### src/rtl/vid_timing_pkg.sv
// Shared types and helpers for the raster timing generator.
package vid_timing_pkg;

    localparam int CW = 16;

    // Shadow copy of the programmable raster timing.
    typedef struct packed {
        logic [CW-1:0] h_total;
        logic [CW-1:0] h_sync;
        logic [CW-1:0] h_bporch;
        logic [CW-1:0] h_res;
        logic [CW-1:0] v_total;
        logic [CW-1:0] v_sync;
        logic [CW-1:0] v_bporch;
        logic [CW-1:0] v_res;
        logic [CW-1:0] rd_hres;
        logic [CW-1:0] rd_vres;
        logic          hs_pol;
        logic          vs_pol;
    } vid_cfg_t;

    // True when lo <= cnt < lo+len; the upper bound is formed two bits wider
    // than a count so it can never wrap.
    function automatic logic in_win(input logic [CW-1:0] cnt,
                                    input logic [CW:0]   lo,
                                    input logic [CW-1:0] len);
        logic [CW+1:0] hi;
        hi = {1'b0, lo} + {2'b00, len};
        return ({2'b00, cnt} >= {1'b0, lo}) && ({2'b00, cnt} < hi);
    endfunction

endpackage

### src/rtl/vid_timing_axis.sv
// One raster axis: wrapping position counter plus sync/active/read decodes.
module vid_timing_axis
    import vid_timing_pkg::*;
(
    input  logic          video_clk,
    input  logic          rst_n,
    input  logic          en_i,
    input  logic          clr_i,
    input  logic [CW-1:0] total_i,
    input  logic [CW-1:0] sync_i,
    input  logic [CW:0]   act_lo_i,
    input  logic [CW-1:0] act_len_i,
    input  logic [CW:0]   rd_lo_i,
    input  logic [CW-1:0] rd_len_i,
    output logic [CW-1:0] cnt_o,
    output logic          wrap_o,
    output logic          sync_o,
    output logic          act_o,
    output logic          rd_o
);

    localparam logic [CW-1:0] ONE = 1;

    logic [CW-1:0] cnt_q;
    logic [CW-1:0] cnt_d;
    logic          last;

    assign last   = (cnt_q == (total_i - ONE));
    assign wrap_o = en_i & last;
    assign cnt_o  = cnt_q;
    assign sync_o = (cnt_q < sync_i);
    assign act_o  = in_win(cnt_q, act_lo_i, act_len_i);
    assign rd_o   = in_win(cnt_q, rd_lo_i, rd_len_i);

    // Next count: clear wins, otherwise advance and wrap at total-1.
    always_comb begin
        cnt_d = cnt_q;
        if (clr_i) begin
            cnt_d = '0;
        end else if (en_i) begin
            cnt_d = last ? '0 : cnt_q + ONE;
        end
    end

    // Position register.
    always_ff @(posedge video_clk or negedge rst_n) begin
        if (!rst_n) begin
            cnt_q <= '0;
        end else begin
            cnt_q <= cnt_d;
        end
    end

endmodule

### src/rtl/vid_timing_gen.sv
// Programmable raster timing generator with a leading frame-buffer read window.
module vid_timing_gen #(
    parameter int CW      = 16,
    parameter int RD_LEAD = 2
) (
    input  logic          video_clk,
    input  logic          rst_n,
    input  logic [CW-1:0] I_h_total,
    input  logic [CW-1:0] I_h_sync,
    input  logic [CW-1:0] I_h_bporch,
    input  logic [CW-1:0] I_h_res,
    input  logic [CW-1:0] I_v_total,
    input  logic [CW-1:0] I_v_sync,
    input  logic [CW-1:0] I_v_bporch,
    input  logic [CW-1:0] I_v_res,
    input  logic [CW-1:0] I_rd_hres,
    input  logic [CW-1:0] I_rd_vres,
    input  logic          I_hs_pol,
    input  logic          I_vs_pol,
    output logic          O_hs,
    output logic          O_vs,
    output logic          O_de,
    output logic          O_rden,
    output logic          O_frame_start,
    output logic [CW-1:0] O_hcnt,
    output logic [CW-1:0] O_vcnt,
    output logic          O_cfg_err
);
    import vid_timing_pkg::*;

    localparam logic [CW:0] LEAD_W = (CW+1)'(RD_LEAD);

    vid_cfg_t      cfg_in;
    vid_cfg_t      cfg_q;
    logic          loaded_q;
    logic [CW:0]   ha, va, rd_h_lo;
    logic [CW+1:0] h_need, v_need;
    logic          cfg_bad, run, frame_end, load;
    logic [CW-1:0] hcnt, vcnt;
    logic          h_wrap, h_sync_act, h_act, h_rd;
    logic          v_sync_act, v_act, v_rd;
    logic          hs_idle, vs_idle;
    logic          hs_q, vs_q, de_q, rden_q, fs_q, err_q;
    logic [CW-1:0] hcnt_q, vcnt_q;

    always_comb begin
        cfg_in = '{h_total: I_h_total, h_sync: I_h_sync, h_bporch: I_h_bporch,
                   h_res: I_h_res, v_total: I_v_total, v_sync: I_v_sync,
                   v_bporch: I_v_bporch, v_res: I_v_res, rd_hres: I_rd_hres,
                   rd_vres: I_rd_vres, hs_pol: I_hs_pol, vs_pol: I_vs_pol};
    end

    assign ha      = {1'b0, cfg_q.h_sync} + {1'b0, cfg_q.h_bporch};
    assign va      = {1'b0, cfg_q.v_sync} + {1'b0, cfg_q.v_bporch};
    assign h_need  = {1'b0, ha} + {2'b00, cfg_q.h_res};
    assign v_need  = {1'b0, va} + {2'b00, cfg_q.v_res};
    // Only consumed while the config is valid, which guarantees ha >= RD_LEAD.
    assign rd_h_lo = ha - LEAD_W;

    assign cfg_bad = ({2'b00, cfg_q.h_total} < h_need) ||
                     ({2'b00, cfg_q.v_total} < v_need) ||
                     (cfg_q.rd_hres > cfg_q.h_res) ||
                     (cfg_q.rd_vres > cfg_q.v_res) ||
                     (ha < LEAD_W) ||
                     (cfg_q.h_total == '0) || (cfg_q.v_total == '0);

    // Counting only once a valid shadow config is in place.
    assign run     = loaded_q & ~cfg_bad;
    // Shadows follow the inputs whenever idle or broken, else only at frame end.
    assign load    = ~run | frame_end;
    // Inactive sync level before the first shadow load comes from the inputs.
    assign hs_idle = loaded_q ? ~cfg_q.hs_pol : ~I_hs_pol;
    assign vs_idle = loaded_q ? ~cfg_q.vs_pol : ~I_vs_pol;

    vid_timing_axis u_h_axis (
        .video_clk (video_clk),
        .rst_n     (rst_n),
        .en_i      (run),
        .clr_i     (~run),
        .total_i   (cfg_q.h_total),
        .sync_i    (cfg_q.h_sync),
        .act_lo_i  (ha),
        .act_len_i (cfg_q.h_res),
        .rd_lo_i   (rd_h_lo),
        .rd_len_i  (cfg_q.rd_hres),
        .cnt_o     (hcnt),
        .wrap_o    (h_wrap),
        .sync_o    (h_sync_act),
        .act_o     (h_act),
        .rd_o      (h_rd)
    );

    vid_timing_axis u_v_axis (
        .video_clk (video_clk),
        .rst_n     (rst_n),
        .en_i      (h_wrap),
        .clr_i     (~run),
        .total_i   (cfg_q.v_total),
        .sync_i    (cfg_q.v_sync),
        .act_lo_i  (va),
        .act_len_i (cfg_q.v_res),
        .rd_lo_i   (va),
        .rd_len_i  (cfg_q.rd_vres),
        .cnt_o     (vcnt),
        .wrap_o    (frame_end),
        .sync_o    (v_sync_act),
        .act_o     (v_act),
        .rd_o      (v_rd)
    );

    // Shadow config capture and first-load flag.
    always_ff @(posedge video_clk or negedge rst_n) begin
        if (!rst_n) begin
            loaded_q <= 1'b0;
            cfg_q    <= '0;
        end else begin
            loaded_q <= 1'b1;
            if (load) begin
                cfg_q <= cfg_in;
            end
        end
    end

    // Registered outputs, all aligned to the registered raster position.
    always_ff @(posedge video_clk or negedge rst_n) begin
        if (!rst_n) begin
            hs_q   <= 1'b0;
            vs_q   <= 1'b0;
            de_q   <= 1'b0;
            rden_q <= 1'b0;
            fs_q   <= 1'b0;
            err_q  <= 1'b0;
            hcnt_q <= '0;
            vcnt_q <= '0;
        end else begin
            hs_q   <= run ? ~(h_sync_act ^ cfg_q.hs_pol) : hs_idle;
            vs_q   <= run ? ~(v_sync_act ^ cfg_q.vs_pol) : vs_idle;
            de_q   <= run & h_act & v_act;
            rden_q <= run & h_rd & v_rd;
            fs_q   <= run & (hcnt == '0) & (vcnt == '0);
            err_q  <= loaded_q & cfg_bad;
            hcnt_q <= hcnt;
            vcnt_q <= vcnt;
        end
    end

    // Until the first edge after reset the sync lines show the inactive input level.
    assign O_hs          = loaded_q ? hs_q : ~I_hs_pol;
    assign O_vs          = loaded_q ? vs_q : ~I_vs_pol;
    assign O_de          = de_q;
    assign O_rden        = rden_q;
    assign O_frame_start = fs_q;
    assign O_hcnt        = hcnt_q;
    assign O_vcnt        = vcnt_q;
    assign O_cfg_err     = err_q;

endmodule
### config.mk
export PLATFORM = sky130hd
export DESIGN_NAME = vid_timing_gen
export DESIGN_NICKNAME = d
export VERILOG_FILES = /design/src/rtl/vid_timing_pkg.sv /design/src/rtl/vid_timing_axis.sv /design/src/rtl/vid_timing_gen.sv
export SDC_FILE = /design/constraint.sdc
export NUM_CORES = 1
export LEC_CHECK = 0
export ABC_AREA = 1
export ABC_CLOCK_PERIOD_IN_PS = 11500
export BUFFER_PORTS_ARGS = -buffer_cell sky130_fd_sc_hd__buf_2
export CELL_PAD_IN_SITES_DETAIL_PLACEMENT = 0
export CELL_PAD_IN_SITES_GLOBAL_PLACEMENT = 1
export CORE_MARGIN = 2
export CORE_UTILIZATION = 44
export DETAILED_ROUTE_END_ITERATION = 8
export PLACE_DENSITY_LB_ADDON = 0.1
export SLEW_MARGIN = 20
export SYNTH_ARGS = -nofsm -noshare
export SYNTH_HDL_FRONTEND = slang
export SYNTH_SLANG_ARGS = --single-unit
### constraint.sdc
create_clock -name video_clk -period 11.5 [get_ports video_clk]
set_input_delay 2.3 -clock video_clk [delete_from_list [all_inputs] [get_ports video_clk]]
set_output_delay 2.3 -clock video_clk [all_outputs]
set_load 0.02 [all_outputs]
==> flow_summary.ini, run 1 <==
[cts]
cts_max_level = 1
path_clk_slew_ns = 0.06
cts-resized-gates = 0
cts_tree = done
ctsHoldBuffers = 0
cts_setup_buffers = 0
worstSkewPairLatency_ns = 0.60
cts_sinks = 233
clk_path_buf_depth = 3
numCtsBuffers = 28
clockRootBuffer = clkbuf_16

[timing]
worstMarginPinSlew_ns = 1.08
rsz0062_at_grt = no
clock_skew_ns = 0.0135
period_share_pct = 56.1
setup_viol = 0
fmax_ghz = 0.155
slew_violations = 0
maxSlewHeadroom_pct = 27.9
finalHoldViolCount = 0
fin_setup_tns_ns = 0
layout_min_cycle_time_ns = 6.45

[cells_and_area]
multiInputGateArea_sq_um = 12600
nets = 3363
area_growth_pct = 12.2
drive_gt1_share_pct = 10.1
final_cells = 3523
diodes = 0
regArea_sq_um = 5830
final_area_sq_um = 22400
fill_cells = 4632

[yosys]
avgSynthCellArea_sq_um = 7.33
syn_area_sq_um = 20000
yosysTopAreaCell = dfrtp_1
ys_seq_area_share_pct = 29.2
synth-seq-cells = 233
synth_cells = 2725
async_flop_share_pct = 100
yosysUniqueCellTypes = 55
ys.flop_type = dfrtp_1
yosysWarningCount = 0
synth_edf_count = 0
synth_area_leaders = dfrtp_1, ha_1, nand2_1, nand3_1, inv_1
synth_fp_nets = 3186
yosysTopAreaCellShare_pct = 29.2

[worst_setup_path]
crit_arrival_ns = 6.97
ff2ff_path_depth = 29
rrSetupSlack_ns = 5.05
crit_slowest_cell = buf_4
r2r_end = cfg_q[132]$_DFFE_PN0P_
worstSetupStartpointType = register
crit_type = reg -> reg
cp_max_fo = 91
worstReg2RegStart = cfg_q[70]$_DFFE_PN0P_
crit_top_cell = nand2_1
crit_path_max_incr_delay_ns = 0.86
crit_required_ns = 12.02
setup.worst_path.end_class = register

[power_and_ir_drop]
p_leak_nw = 12.4
cellPowerDensity_nw_per_um2 = 163
design_power_total_mw = 3.65
ir_drop_v = 0.000183

[route]
via_count = 18300
routed_via_density = 5.20
postRouteAntennaNets = 0
drt-total-wl_mm = 63.4
first_pass_iters = 5
drt_iter0_drc = 1138
routedWlPerCell_microns = 18.0
drc_errors = 0

[worst_hold_path]
hold_path_class = reg -> reg
hold_path_depth = 0
hold_end = O_hcnt[0]$_DFF_PN0_
hp-start = u_h_axis.cnt_o[0]$_DFF_PN0_

[global_route]
antenna_found_initial = 0
grt_usage_pct = 27.1
grt_pass1_wl_mm = 99.7
grt_max_degree = 164
grt_util_met3_pct = 2.32
grt_use_met1_pct = 32.9
busiest_layer = met2
gr-total-overflow = 0
grt_use_met2_pct = 49.4
grt_pass1_vias = 18100

[flow_run]
cap_violations = 0

[status]
outcome = finished clean

[die]
ios = 202
die_h_microns = 217
initial_utilization_pct = 44.3
rows = 78
dieArea_sq_um = 47100
dieWidth_microns = 217
core_region_area_sq_um = 45100

[placed_design]
hpwl_mm = 50.0
place_area_sq_um = 21500
dp.cells = 3472
port_buffers = 201
gp_congestion = 0.927
==> critical path: cells and delay by family (launching register included) <==
family / cells / cell delay, ns
flip-flops: 1 / 0.40
adder cells (fa/ha/maj): 3 / 1.05
AND/OR/NAND/NOR: 16 / 2.37
AO/OA/AOI/OAI: 6 / 0.98
XOR/XNOR: 2 / 0.55
buffers and inverters: 2 / 0.95
==> area by class of cell <==
type / count / area share (%)
multi-input cells: 2109 / 56.1
flip-flops and latches: 233 / 26.0
inverters: 317 / 5.31
repair buffers: 213 / 4.93
clock buffers: 41 / 3.79
well taps: 600 / 3.35
clock inverters: 10 / 0.519
==> metrics by stage <==
step           util (%)  worst slack (ns)  hold WS, ns
2_1_floorplan         -              6.47        0.419
3_3_place_gp       47.6              5.14        0.470
3_5_place_dp       47.6              5.02        0.475
4_1_cts            49.7              5.00        0.486
5_1_grt            49.7              4.40        0.526
6_report           49.7              5.05        0.472
==> cells in the final DEF (no fill, tap or decap), types with 6 or more instances in the layout <==
| cell | synthesis | routed |
|---|---|---|
| o21bai_1 | 13 | 13 |
| nor3_1 | 39 | 39 |
| buf_4 | 5 | 12 |
| clkbuf_16 | 0 | 28 |
| nand2_1 | 793 | 793 |
| o21ai_0 | 48 | 48 |
| nand4_1 | 40 | 40 |
| xor2_1 | 88 | 88 |
| ha_1 | 291 | 291 |
| dfrtp_1 | 233 | 233 |
| fa_1 | 6 | 6 |
| nand3b_1 | 11 | 11 |
| buf_2 | 27 | 200 |
| inv_1 | 308 | 308 |
| clkbuf_8 | 0 | 10 |
| a21oi_1 | 162 | 162 |
| nor4_1 | 12 | 12 |
| nor2_1 | 182 | 182 |
| xnor2_1 | 45 | 45 |
| a21o_1 | 9 | 9 |
| o21a_1 | 9 | 9 |
| a31oi_1 | 12 | 12 |
| inv_2 | 9 | 9 |
| a21boi_0 | 9 | 9 |
| o211ai_1 | 14 | 14 |
| nand3_1 | 271 | 271 |
==> cells by family (layout without fill, tap and decap cells) <==
| family | count (synthesis) | after routing | synth area share (%) |
|---|---|---|---|
| other | 1 | 1 | 0.0188 |
| AND/OR/NAND/NOR | 1376 | 1376 | 29.3 |
| AO/OA/AOI/OAI | 297 | 297 | 8.47 |
| buffers and inverters | 383 | 581 | 7.93 |
| flip-flops | 233 | 233 | 29.2 |
| XOR/XNOR | 138 | 138 | 6.33 |
| adder cells (fa/ha/maj) | 297 | 297 | 18.8 |
==> flip-flops by register name (all words and copies together), names as in the netlist <==
| name | cells |
|---|---|
| cfg_q | 162 |
| O_hcnt | 16 |
| O_vcnt | 16 |
| u_h_axis.cnt_o | 16 |
| u_v_axis.cnt_o | 16 |
| O_cfg_err | 1 |
| O_de | 1 |
| O_frame_start | 1 |
| O_rden | 1 |
| hs_q | 1 |
| loaded_q | 1 |
| vs_q | 1 |
==> where the power goes <==
| part | internal [mW] | total (mW) | switching (mW) |
|---|---|---|---|
| clock network | 0.537 | 0.926 | 0.389 |
| registers | 0.871 | 0.944 | 0.0730 |
| logic | 0.669 | 1.78 | 1.11 |
==> synth_stat cells, types with 5 or more instances <==
master,n
clkbuf_1,18
ha_1,291
buf_6,11
xnor2_1,45
o211ai_1,14
o21a_1,9
dfrtp_1,233
inv_1,308
o21bai_1,13
nor2_2,5
nor4_1,12
a21boi_0,9
nand4_1,40
buf_4,5
nor3_1,39
a31oi_1,12
nand2_1,793
a21oi_1,162
buf_2,27
nand3_1,271
nor2_1,182
a21o_1,9
fa_1,6
inv_2,9
xor2_1,88
o21ai_0,48
nand3b_1,11
==> worst max-delay path by stage <==
stage | startpoint | to | cells past startpoint
final | cfg_q[70]$_DFFE_PN0P_ | cfg_q[132]$_DFFE_PN0P_ | 29
after global placement | cfg_q[66]$_DFFE_PN0P_ | u_v_axis.cnt_o[0]$_DFFE_PN0P_ | 29
after floorplan | I_hs_pol | O_hs | 2
after global routing | cfg_q[66]$_DFFE_PN0P_ | u_v_axis.cnt_o[0]$_DFFE_PN0P_ | 27
after detailed placement | cfg_q[70]$_DFFE_PN0P_ | u_v_axis.cnt_o[0]$_DFFE_PN0P_ | 29
after CTS | cfg_q[70]$_DFFE_PN0P_ | u_v_axis.cnt_o[0]$_DFFE_PN0P_ | 29
==> metal layers <==
metal	up-vias	wire, microns	part of all wire [%]
li1	9318	-	-
met2	301	31900	50
met1	8582	27000	43
met5	-	0	0
met3	114	1740	2.7
met4	0	2750	4.3
(Power assumes the default switching activity.)
==> run 2, diff against run 1 <==
--- a/config.mk
+++ b/config.mk
@@ -6,7 +6,7 @@
 export NUM_CORES = 1
 export LEC_CHECK = 0
 export ABC_AREA = 1
-export ABC_CLOCK_PERIOD_IN_PS = 11500
+export ABC_CLOCK_PERIOD_IN_PS = 6200
 export BUFFER_PORTS_ARGS = -buffer_cell sky130_fd_sc_hd__buf_2
 export CELL_PAD_IN_SITES_DETAIL_PLACEMENT = 0
 export CELL_PAD_IN_SITES_GLOBAL_PLACEMENT = 1
==> constraint.sdc (replaced) <==
create_clock -name video_clk -period 6.2 [get_ports video_clk]
set_input_delay 1.24 -clock video_clk [delete_from_list [all_inputs] [get_ports video_clk]]
set_output_delay 1.24 -clock video_clk [all_outputs]
set_load 0.02 [all_outputs]
==> flow_summary.ini, run 2 (same netlist as run 1, synthesis figures left out) <==
[status]
outcome = finished clean

[cells_and_area]
final_cell_mix = nand2_1, inv_1, ha_1
largest_reg_flops = 162
regMostFlops = cfg_q
fill_cells = 4582
multiInputGateArea_sq_um = 12600
drive_gt1_share_pct = 10.2
final_area_sq_um = 22500
layout_commonest_cell = nand2_1
diodes = 0
nets = 3369
final_cells = 3530
regArea_sq_um = 5830
area_growth_pct = 12.7

[placed_design]
gp_congestion = 0.932
port_buffers = 201
hpwl_mm = 49.5
dp.cells = 3478
place_area_sq_um = 21600
place_ws_ns = 0.767

[route]
routed_via_density = 5.17
drt_iter0_drc = 1048
routedWlPerCell_microns = 17.5
via_count = 18200
first_pass_iters = 5
drc_errors = 0
postRouteAntennaNets = 0
drt-total-wl_mm = 61.8

[cts]
ctsHoldBuffers = 0
path_clk_slew_ns = 0.06
cts_setup_buffers = 0
cts-resized-gates = 0
cts_max_level = 1
numCtsBuffers = 28
cts_sinks = 233
clockRootBuffer = clkbuf_16
clk_path_buf_depth = 3
cts_tree = done
worstSkewPairLatency_ns = 0.58

[timing]
setup_viol = 0
maxSlewHeadroom_pct = 39.0
clock_skew_ns = 0.0163
rsz0062_at_grt = no
fin_setup_tns_ns = 0
layout_min_cycle_time_ns = 5.45
period_share_pct = 87.9
finalHoldViolCount = 0
slew_violations = 0
fmax_ghz = 0.183
worstMarginPinSlew_ns = 0.916
setup_ws_ns = 0.748

[global_route]
gr-total-overflow = 0
grt_max_degree = 125
grt_pass1_vias = 17800
antenna_found_initial = 0
grt_usage_pct = 26.1
grt_pass1_wl_mm = 96.9

[power_and_ir_drop]
pwr-share-comb_pct = 49.4
cellPowerDensity_nw_per_um2 = 300
design_power_total_mw = 6.75
seq_power_share_pct = 25.9
clkPwrFrac_pct = 24.7
p_int_mw = 3.84
swShare_pct = 43.1
switchingPower_mw = 2.91
p_leak_nw = 12.4
ir_drop_v = 0.000238

[worst_setup_path]
setup.worst_path.end_class = register
worstSetupStartpointType = register
critPathBufInv = 3
crit_family = simple AND/OR/NAND/NOR gates
crit_type = reg -> reg
crit_arrival_ns = 5.97
crit_slowest_cell = xor2_1
crit_top_cell = nand2_1
crit_required_ns = 6.72
cp_max_fo = 28
crit_path_max_incr_delay_ns = 0.44

[die]
initial_utilization_pct = 44.3
dieArea_sq_um = 47100
die_h_microns = 217
core_region_area_sq_um = 45100
dieWidth_microns = 217
rows = 78
ios = 202

[worst_hold_path]
hold_path_class = reg -> reg

[flow_run]
cap_violations = 0
-- run 2: cell count changes in the layout (fill, tap and decap cells not counted), sizes merged --
cell,before,now
clkinvlp,2,1
inv,319,318
buf,213,219
clkinv,5,9
clkbuf,41,40
-- run 2: final cells by class --
class                      count  area share (%)
multi-input combinational   2109            55.9
sequential                   233            25.9
timing repair buffer         219            5.52
inverter                     317            5.28
clock buffer                  40            3.67
tap                          600            3.33
clock inverter                12           0.439
-- run 2: worst paths after layout --
check | startpoint | end | slack, ns | depth (start not counted)
hold reg to reg | cfg_q[117]$_DFFE_PN0P_ | cfg_q[117]$_DFFE_PN0P_ | 0.51 | 2
min in group asynchronous | rst_n | cfg_q[38]$_DFFE_PN0P_ | 0.69 | 1
hold / removal | cfg_q[117]$_DFFE_PN0P_ | cfg_q[117]$_DFFE_PN0P_ | 0.51 | 2
setup reg to reg | cfg_q[66]$_DFFE_PN0P_ | cfg_q[54]$_DFFE_PN0P_ | 0.75 | 28
max in group asynchronous | rst_n | cfg_q[113]$_DFFE_PN0P_ | 4.27 | 2
setup / recovery | cfg_q[66]$_DFFE_PN0P_ | cfg_q[54]$_DFFE_PN0P_ | 0.75 | 28
-- run 2: metal layers --
layer  vias to the layer above  global-route usage, %  routed length [microns]
met2                       355                   48.1                    31200
li1                       9325                      -                        -
met1                      8453                   31.5                    26200
met5                         -                      0                        0
met4                         0                   9.73                     2560
met3                       107                   2.31                     1870
-- run 2: power by group through the flow --
stage	registers [mW]	logic, mW	clock network [mW]
4_1_cts	1.75	3.34	1.70
3_3_place_gp	1.78	3.24	0
6_report	1.75	3.33	1.67
3_5_place_dp	1.78	3.32	0
2_1_floorplan	1.71	2.49	0
5_1_grt	1.76	3.82	1.76
-- run 2: tightest hold or removal path: stages (launching register included) --
cell	delay (ns)
dfrtp_1	0.35
nand3_1	0.08
nand2_1	0.05
-- run 2: per-stage QoR --
stage	hold WS, ns	util (%)
after CTS	0.501	49.9
after global routing	0.531	50.0
after global placement	0.474	47.9
final	0.511	50.0
after floorplan	0.419	-
after detailed placement	0.488	47.9
==> run 3, diff against run 2 <==
--- a/config.mk
+++ b/config.mk
@@ -10,6 +10,7 @@
 export BUFFER_PORTS_ARGS = -buffer_cell sky130_fd_sc_hd__buf_2
 export CELL_PAD_IN_SITES_DETAIL_PLACEMENT = 0
 export CELL_PAD_IN_SITES_GLOBAL_PLACEMENT = 1
+export CORE_ASPECT_RATIO = 1.5
 export CORE_MARGIN = 2
 export CORE_UTILIZATION = 44
 export DETAILED_ROUTE_END_ITERATION = 8
==> flow_summary.ini, run 3 (same netlist as run 1, synthesis figures left out) <==
[cts]
clk_path_buf_depth = 3
cts_tree = done
numCtsBuffers = 25
clockRootBuffer = clkbuf_16
cts-resized-gates = 0
worstSkewPairLatency_ns = 0.56
ctsHoldBuffers = 0
cts_setup_buffers = 0
path_clk_slew_ns = 0.06
cts_max_level = 1
cts_sinks = 233

[timing]
worstMarginPinSlew_ns = 0.903
clock_skew_ns = 0.0223
maxSlewHeadroom_pct = 39.8
setup_viol = 0
finalHoldViolCount = 0
layout_min_cycle_time_ns = 5.52
period_share_pct = 89.0
rsz0062_at_grt = no
slew_violations = 0
whs_ns = 0.465
fin_setup_tns_ns = 0
fmax_ghz = 0.181
setup_ws_ns = 0.682

[route]
drt_iter0_drc = 841
routed_via_density = 5.29
via_count = 18500
drt-total-wl_mm = 66.0
first_pass_iters = 5
routedWlPerCell_microns = 18.8
postRouteAntennaNets = 0
drc_errors = 0

[power_and_ir_drop]
cellPowerDensity_nw_per_um2 = 295
ir_drop_v = 0.000237
pwr-share-comb_pct = 50.6
swShare_pct = 43.4
p_leak_nw = 12.3
seq_power_share_pct = 26.7
switchingPower_mw = 2.86
p_int_mw = 3.74
clkPwrFrac_pct = 22.8

[worst_setup_path]
crit_path_max_incr_delay_ns = 0.53
crit_family = simple AND/OR/NAND/NOR gates
critPathBufInv = 3
cp_max_fo = 57
crit_type = reg -> reg
rrSetupSlack_ns = 0.68
crit_required_ns = 6.70
crit_top_cell = nand2_1
crit_arrival_ns = 6.01
crit_slowest_cell = buf_4
setup.worst_path.end_class = register
worstSetupStartpointType = register

[global_route]
grt_pass1_vias = 18900
antenna_found_initial = 0
grt_pass1_wl_mm = 102
grt_usage_pct = 28.2
gr-total-overflow = 0
grt_max_degree = 122

[cells_and_area]
regMostFlops = cfg_q
diodes = 0
fill_cells = 4558
drive_gt1_share_pct = 9.90
final_area_sq_um = 22300
nets = 3367
layout_commonest_cell = nand2_1
multiInputGateArea_sq_um = 12600
largest_reg_flops = 162
regArea_sq_um = 5830
final_cell_mix = nand2_1, inv_1, ha_1
area_growth_pct = 11.7

[placed_design]
place_ws_ns = 0.686
hpwl_mm = 54.0
port_buffers = 201
gp_congestion = 0.941
place_area_sq_um = 21500

[die]
ios = 202
die_h_microns = 265
rows = 95
initial_utilization_pct = 44.6
dieArea_sq_um = 47200
core_region_area_sq_um = 44800
dieWidth_microns = 178

[flow_run]
cap_violations = 0

[status]
outcome = finished clean

[worst_hold_path]
hold_path_class = reg -> reg
## run 3: through the flow
stage,instances,utilization (%),total power [mW]
floorplan,2725,-,4.21
CTS,3502,49.8,6.65
detailed placement,3461,48.0,5.12
finish,3502,49.8,6.60
global placement,3461,48.0,5.06
global route,3502,49.8,7.18
## run 3: cell type report
| cell class | count | share of cell area [%] |
|---|---|---|
| Clock inverter | 2 | 0.168 |
| Sequential cell | 233 | 26.1 |
| Tap cell | 582 | 3.26 |
| Clock buffer | 39 | 3.40 |
| Timing Repair Buffer | 220 | 5.43 |
| Multi-Input combinational cell | 2109 | 56.3 |
| Inverter | 317 | 5.33 |
## run 3: routing by layer
| metal | GRT usage, % | vias to the layer above | share of wire, % |
|---|---|---|---|
| li1 | - | 9298 | - |
| met1 | 28.8 | 8721 | 36 |
| met2 | 55.7 | 371 | 55 |
| met3 | 2.34 | 144 | 3.0 |
| met4 | 14.2 | 0 | 5.6 |
| met5 | 0 | - | 0 |
## run 3: power groups by stage
stage                     clock network [mW]  registers, mW  logic (mW)
after CTS                               1.53           1.76        3.35
after detailed placement                   0           1.79        3.33
after global placement                     0           1.79        3.27
after global routing                    1.60           1.77        3.82
after floorplan                            0           1.71        2.49
final                                   1.50           1.76        3.34
## run 3: worst paths after layout
path	from	to	cells after the start
worst min-delay path	u_h_axis.cnt_o[0]$_DFF_PN0_	O_hcnt[0]$_DFF_PN0_	0
worst min register to register	u_h_axis.cnt_o[0]$_DFF_PN0_	O_hcnt[0]$_DFF_PN0_	0
max in group asynchronous	rst_n	cfg_q[128]$_DFFE_PN0P_	2
min in group asynchronous	rst_n	cfg_q[55]$_DFFE_PN0P_	1
worst max-delay path	cfg_q[66]$_DFFE_PN0P_	cfg_q[124]$_DFFE_PN0P_	30
worst max register to register	cfg_q[66]$_DFFE_PN0P_	cfg_q[124]$_DFFE_PN0P_	30
## run 3: worst reg2reg max path: cells and delay by family, from the launching register on
kind                       cells  cell delay, ns
and+or+nand+nor               17            1.82
adders and majority gates      4            1.13
AOI/OAI and AO/OA              4            0.83
xor gates and xnor gates       2            0.71
buffers and inverters          3            0.63
DFF                            1            0.37
